### src/rtl/serial_frame_rx_pkg.sv
// Shared types and defaults for the serial frame receiver.
package serial_frame_rx_pkg;

  typedef enum logic [1:0] {
    HUNT   = 2'd0,
    DATA   = 2'd1,
    PARITY = 2'd2
  } state_e;

  localparam int unsigned SYNC_LEN_DEF = 4;
  localparam logic [15:0] SYNC_PAT_DEF = 16'h000B;

  // Bit-counter width for a payload of the given length.
  function automatic int unsigned cnt_w(input int unsigned width);
    return (width < 2) ? 1 : $clog2(width);
  endfunction

endpackage

### src/rtl/serial_frame_rx_sync_detect.sv
// Sync hunter: shift register of recent bits with a saturating fill count.
module sync_detect #(
  parameter int unsigned         SYNC_LEN = 4,
  parameter logic [SYNC_LEN-1:0] SYNC_PAT = '0
) (
  input  logic clock,
  input  logic reset,
  input  logic serial_bit,
  input  logic bit_en,
  input  logic clear,
  output logic match_c
);

  localparam int unsigned FW = $clog2(SYNC_LEN + 1);

  logic [SYNC_LEN-1:0] shift_q, shift_s, shift_d;
  logic [FW-1:0]       fill_q, fill_s, fill_d;

  // Match is judged on the post-shift value; clear wins over the shift.
  always_comb begin
    shift_s = shift_q;
    fill_s  = fill_q;
    if (bit_en) begin
      shift_s = SYNC_LEN'({shift_q, serial_bit});
      fill_s  = (fill_q == FW'(SYNC_LEN)) ? fill_q : fill_q + FW'(1);
    end
    shift_d = clear ? '0 : shift_s;
    fill_d  = clear ? '0 : fill_s;
    match_c = bit_en && !clear && (fill_s == FW'(SYNC_LEN)) && (shift_s == SYNC_PAT);
  end

  always_ff @(posedge clock or posedge reset) begin
    if (reset) begin
      shift_q <= '0;
      fill_q  <= '0;
    end else begin
      shift_q <= shift_d;
      fill_q  <= fill_d;
    end
  end

endmodule

### src/rtl/serial_frame_rx.sv
// Serial frame receiver: sync hunt, MSB-first payload, valid/ready output.
// Optional even-parity bit per frame under SERIAL_FRAME_RX_PARITY_EN.
module serial_frame_rx
  import serial_frame_rx_pkg::*;
#(
  parameter int unsigned         WIDTH    = 8,
  parameter int unsigned         SYNC_LEN = SYNC_LEN_DEF,
  parameter logic [SYNC_LEN-1:0] SYNC_PAT = SYNC_LEN'(SYNC_PAT_DEF)
) (
  input  logic             clock,
  input  logic             reset,
  input  logic             serial_in,
  input  logic             bit_en,
  output logic [WIDTH-1:0] data_out,
  output logic             valid,
  input  logic             ready,
  output logic             busy,
  output logic             overrun,
  output logic             parity_err
);

  localparam int unsigned CW = cnt_w(WIDTH);

  state_e           state_q, state_d;
  logic [WIDTH-1:0] payload_q, payload_d, data_d, word_c;
  logic [CW-1:0]    bit_cnt_q, bit_cnt_d;
  logic             valid_d, busy_d, overrun_d, parity_err_d;
  logic             match_c, frame_done_c, last_bit_c, in_hunt_c;

  assign in_hunt_c = (state_q == HUNT);

  // Held cleared outside HUNT so every return starts a fresh hunt.
  sync_detect #(
    .SYNC_LEN (SYNC_LEN),
    .SYNC_PAT (SYNC_PAT)
  ) u_sync_detect (
    .clock      (clock),
    .reset      (reset),
    .serial_bit (serial_in),
    .bit_en     (bit_en),
    .clear      (!in_hunt_c),
    .match_c    (match_c)
  );

  always_comb begin
    state_d      = state_q;
    payload_d    = payload_q;
    bit_cnt_d    = bit_cnt_q;
    data_d       = data_out;
    valid_d      = valid;
    overrun_d    = 1'b0;
    parity_err_d = 1'b0;
    frame_done_c = 1'b0;
    word_c       = payload_q;
    last_bit_c   = (bit_cnt_q == CW'(WIDTH - 1));

    if (bit_en) begin
      unique case (state_q)
        HUNT: begin
          if (match_c) begin
            state_d   = DATA;
            bit_cnt_d = '0;
          end
        end
        DATA: begin
          payload_d = {payload_q[WIDTH-2:0], serial_in};
          bit_cnt_d = bit_cnt_q + CW'(1);
          if (last_bit_c) begin
`ifdef SERIAL_FRAME_RX_PARITY_EN
            state_d = PARITY;
`else
            state_d      = HUNT;
            frame_done_c = 1'b1;
            word_c       = payload_d;
`endif
          end
        end
`ifdef SERIAL_FRAME_RX_PARITY_EN
        PARITY: begin
          state_d = HUNT;
          if ((^payload_q) == serial_in) frame_done_c = 1'b1;
          else                           parity_err_d = 1'b1;
        end
`endif
        default: state_d = HUNT;
      endcase
    end

    // A finished frame loads only if the output slot is free this edge.
    if (frame_done_c) begin
      if (!valid || ready) begin
        data_d  = word_c;
        valid_d = 1'b1;
      end else begin
        overrun_d = 1'b1;
      end
    end else if (valid && ready) begin
      valid_d = 1'b0;
    end

    busy_d = (state_d != HUNT);
  end

  always_ff @(posedge clock or posedge reset) begin
    if (reset) begin
      state_q    <= HUNT;
      payload_q  <= '0;
      bit_cnt_q  <= '0;
      data_out   <= '0;
      valid      <= 1'b0;
      busy       <= 1'b0;
      overrun    <= 1'b0;
      parity_err <= 1'b0;
    end else begin
      state_q    <= state_d;
      payload_q  <= payload_d;
      bit_cnt_q  <= bit_cnt_d;
      data_out   <= data_d;
      valid      <= valid_d;
      busy       <= busy_d;
      overrun    <= overrun_d;
      parity_err <= parity_err_d;
    end
  end

endmodule
### config.mk
export PLATFORM = sky130hd
export DESIGN_NAME = serial_frame_rx
export DESIGN_NICKNAME = d
export VERILOG_FILES = /design/src/rtl/serial_frame_rx_pkg.sv /design/src/rtl/serial_frame_rx_sync_detect.sv /design/src/rtl/serial_frame_rx.sv
export SDC_FILE = /design/constraint.sdc
export NUM_CORES = 1
export LEC_CHECK = 0
export CORE_MARGIN = 2
export CORE_UTILIZATION = 25
export DETAILED_ROUTE_END_ITERATION = 12
export PLACE_DENSITY = 0.52
export SLEW_MARGIN = 20
export SYNTH_ARGS = -nofsm -noshare
export SYNTH_HDL_FRONTEND = slang
export SYNTH_HIERARCHICAL = 1
export SYNTH_SLANG_ARGS = --single-unit
### constraint.sdc
create_clock -name clock -period 2.3 [get_ports clock]
set_input_delay 0.345 -clock clock [delete_from_list [all_inputs] [get_ports clock]]
set_output_delay 0.345 -clock clock [all_outputs]
set_load 0.1 [all_outputs]
==> metrics.txt <==
status=finished clean; Setup crit end kind=register; routed vias=753; Final Slew Violations=0; core area=4820 µm²; fmax=0.531 GHz; hpwl dp=1540 µm; Post-CTS Resized=0; final hold violation count=0; Ys Warns=6; pre-CTS WS=134 ps; #FFs+latches synth=29; Post-Route WL=2100 µm; Port Buffer Count=15; Max-Cap Viols=0; setup violators final=0; # clock sinks=29; WL/cell=11.4 µm; post-CTS setup buffers=0; Power Density=897 nW/µm²; die height=75.2 µm; First DRT Iteration DRCs=23; initial antenna violation count=0; GRT Overall Usage=9.25%; grt total ovfl=0; pin count of the biggest net entering global routing=24; Leak=0.780 nW; placed cell count=176; Data required, critical path=2460 ps; DRT antenna net count=0; worst hold path class=input pin to async pin; fraction of registers with async set/reset=100%; row count=25; DIE AREA=5650 µm²; DRC viols=0; Antenna Cells=0; Seq/Total Area, Yosys=57.3%; top_reg_cell synth=dfrtp_1; vias in the first global route=849; vias per cell=4.09; clk_lat worst skew=280 ps; Starting Density=26.3%; Area growth syn-to-layout=21.9%; Tot Pwr=1.39 mW; Hold-fix buffers, CTS=0; RePlAce Congestion=0.651; Clock Skews=5.24 ps; TritonCTS buffer count=5; CP startpoint kind=input pin; H-tree depth=2; IO Pins=17; clk slew on worst S/H paths=60 ps; synth unique cells=26; Die X=75.2 µm; Syn Nets=103; RSZ-0062 raised after global routing=no; CTS tree=done; Post-Syn Area=1270 µm²; Final min period=1880 ps; first-pass iteration count of the detailed router=4; fin worst setup slack=416 ps; first-pass GRT wire length=3770 µm; Non-Filler Instances=184; critical setup path kind=input pin to register; Clock Tree Buf Depth=2; crit path DAT=2040 ps; Final TNS setup=0 ps; Avg Synthesized Cell Area=13.5 µm²; share of cells above drive strength 1=36.8%; number of flops mapped to enable cells by yosys=0; post-layout util=32.1%; cells after synthesis=94; crit-path max FO=11; Final period util=81.9%; CTS Root Cell=clkbuf_8; Final nets=125; worst vdd ir=0.330 mV
-- cells by family after synthesis --
kind of cell	share of synthesized area [%]
DFF	57.3
and+or+nand+nor	10.8
muxes	17.7
buffers and inverters	4.74
AOI/OAI and AO/OA	4.55
adders and majority gates	3.95
other	0.296
xor gates and xnor gates	0.692
-- layout make-up --
cell class                 instances  area, µm²
clock buffer                       6       72.6
clock inverter                     2       10.0
fill                             509       3270
inverter                           5       18.8
multi-input combinational         56        480
sequential                        29        726
tap                               67       83.8
timing repair buffer              19        153
-- flip-flops by register name, indices dropped and copies added, names as in the netlist --
signal / flops
u_sync_detect/fill_q: 3
u_sync_detect/shift_q: 3
data_out: 8
valid: 1
busy: 1
state_q: 2
overrun: 1
bit_cnt_q: 3
payload_q: 7
-- path summary, 6_finish.rpt --
check | endpoint | depth (start not counted) | slack [ps] | startpoint
max | bit_cnt_q[0]$_DFFE_PP0P_ | 6 | 420 | bit_en
min | u_sync_detect/fill_q[1]$_DFF_PP0_ | 2 | 310 | reset
max reg2reg | bit_cnt_q[0]$_DFFE_PP0P_ | 7 | 460 | u_sync_detect/fill_q[0]$_DFF_PP0_
min reg2reg | data_out[7]$_DFFE_PP0P_ | 1 | 510 | payload_q[6]$_DFFE_PP0P_
max in group asynchronous | overrun$_DFF_PP0_ | 3 | 1630 | reset
min in group clock | data_out[7]$_DFFE_PP0P_ | 1 | 510 | payload_q[6]$_DFFE_PP0P_
-- per-stage QoR --
step	instance area (µm²)	hold slack (ps)
detailed placement	1460	495
CTS	1540	312
floorplan	1270	136
finish	1540	310
global placement	1460	491
global route	1540	358
-- where the power goes --
part | internal [mW] | switching [mW] | leakage, nW | total [mW]
registers | 0.610 | 0.0737 | 0.389 | 0.684
clock network | 0.209 | 0.181 | 0.0450 | 0.390
logic | 0.148 | 0.163 | 0.347 | 0.311
-- routing by layer --
metal	track usage, %	share of wire (%)	vias to the layer above
met5	0	0	-
met4	3.51	1.5	0
met3	4.95	5.7	6
met2	14.9	49	13
met1	10.4	44	376
li1	-	-	358
-- critical path: stages --
cell	delay [ps]
clkdlybuf4s50_1	680
a21boi_2	230
xnor2_1	150
and3_1	200
o21ai_0	140
mux2_2	300
-- cells in the mapped netlist, types with 2 or more instances --
cell / number / area, µm²
dfrtp_1: 29 / 726
inv_1: 5 / 18.8
mux2i_1: 4 / 40.0
nor2_1: 7 / 26.3
buf_6: 3 / 33.8
mux2_2: 15 / 169
nand2_1: 6 / 22.5
o21ai_0: 3 / 15.0
ha_1: 4 / 50.1
a22o_1: 2 / 17.5
-- layout by cell type (no fill, tap or decap), drive strengths merged, types with 2 or more instances in the layout --
cell,synthesis,routed
mux2,16,16
ha,4,4
a22o,2,2
inv,5,5
clkinv,0,2
o21ai,3,3
nand2,6,6
dfrtp,29,29
mux2i,4,4
nor2,7,7
buf,4,15
clkdlybuf4s50,0,4
clkbuf,0,6
(Power assumes the default switching activity.)
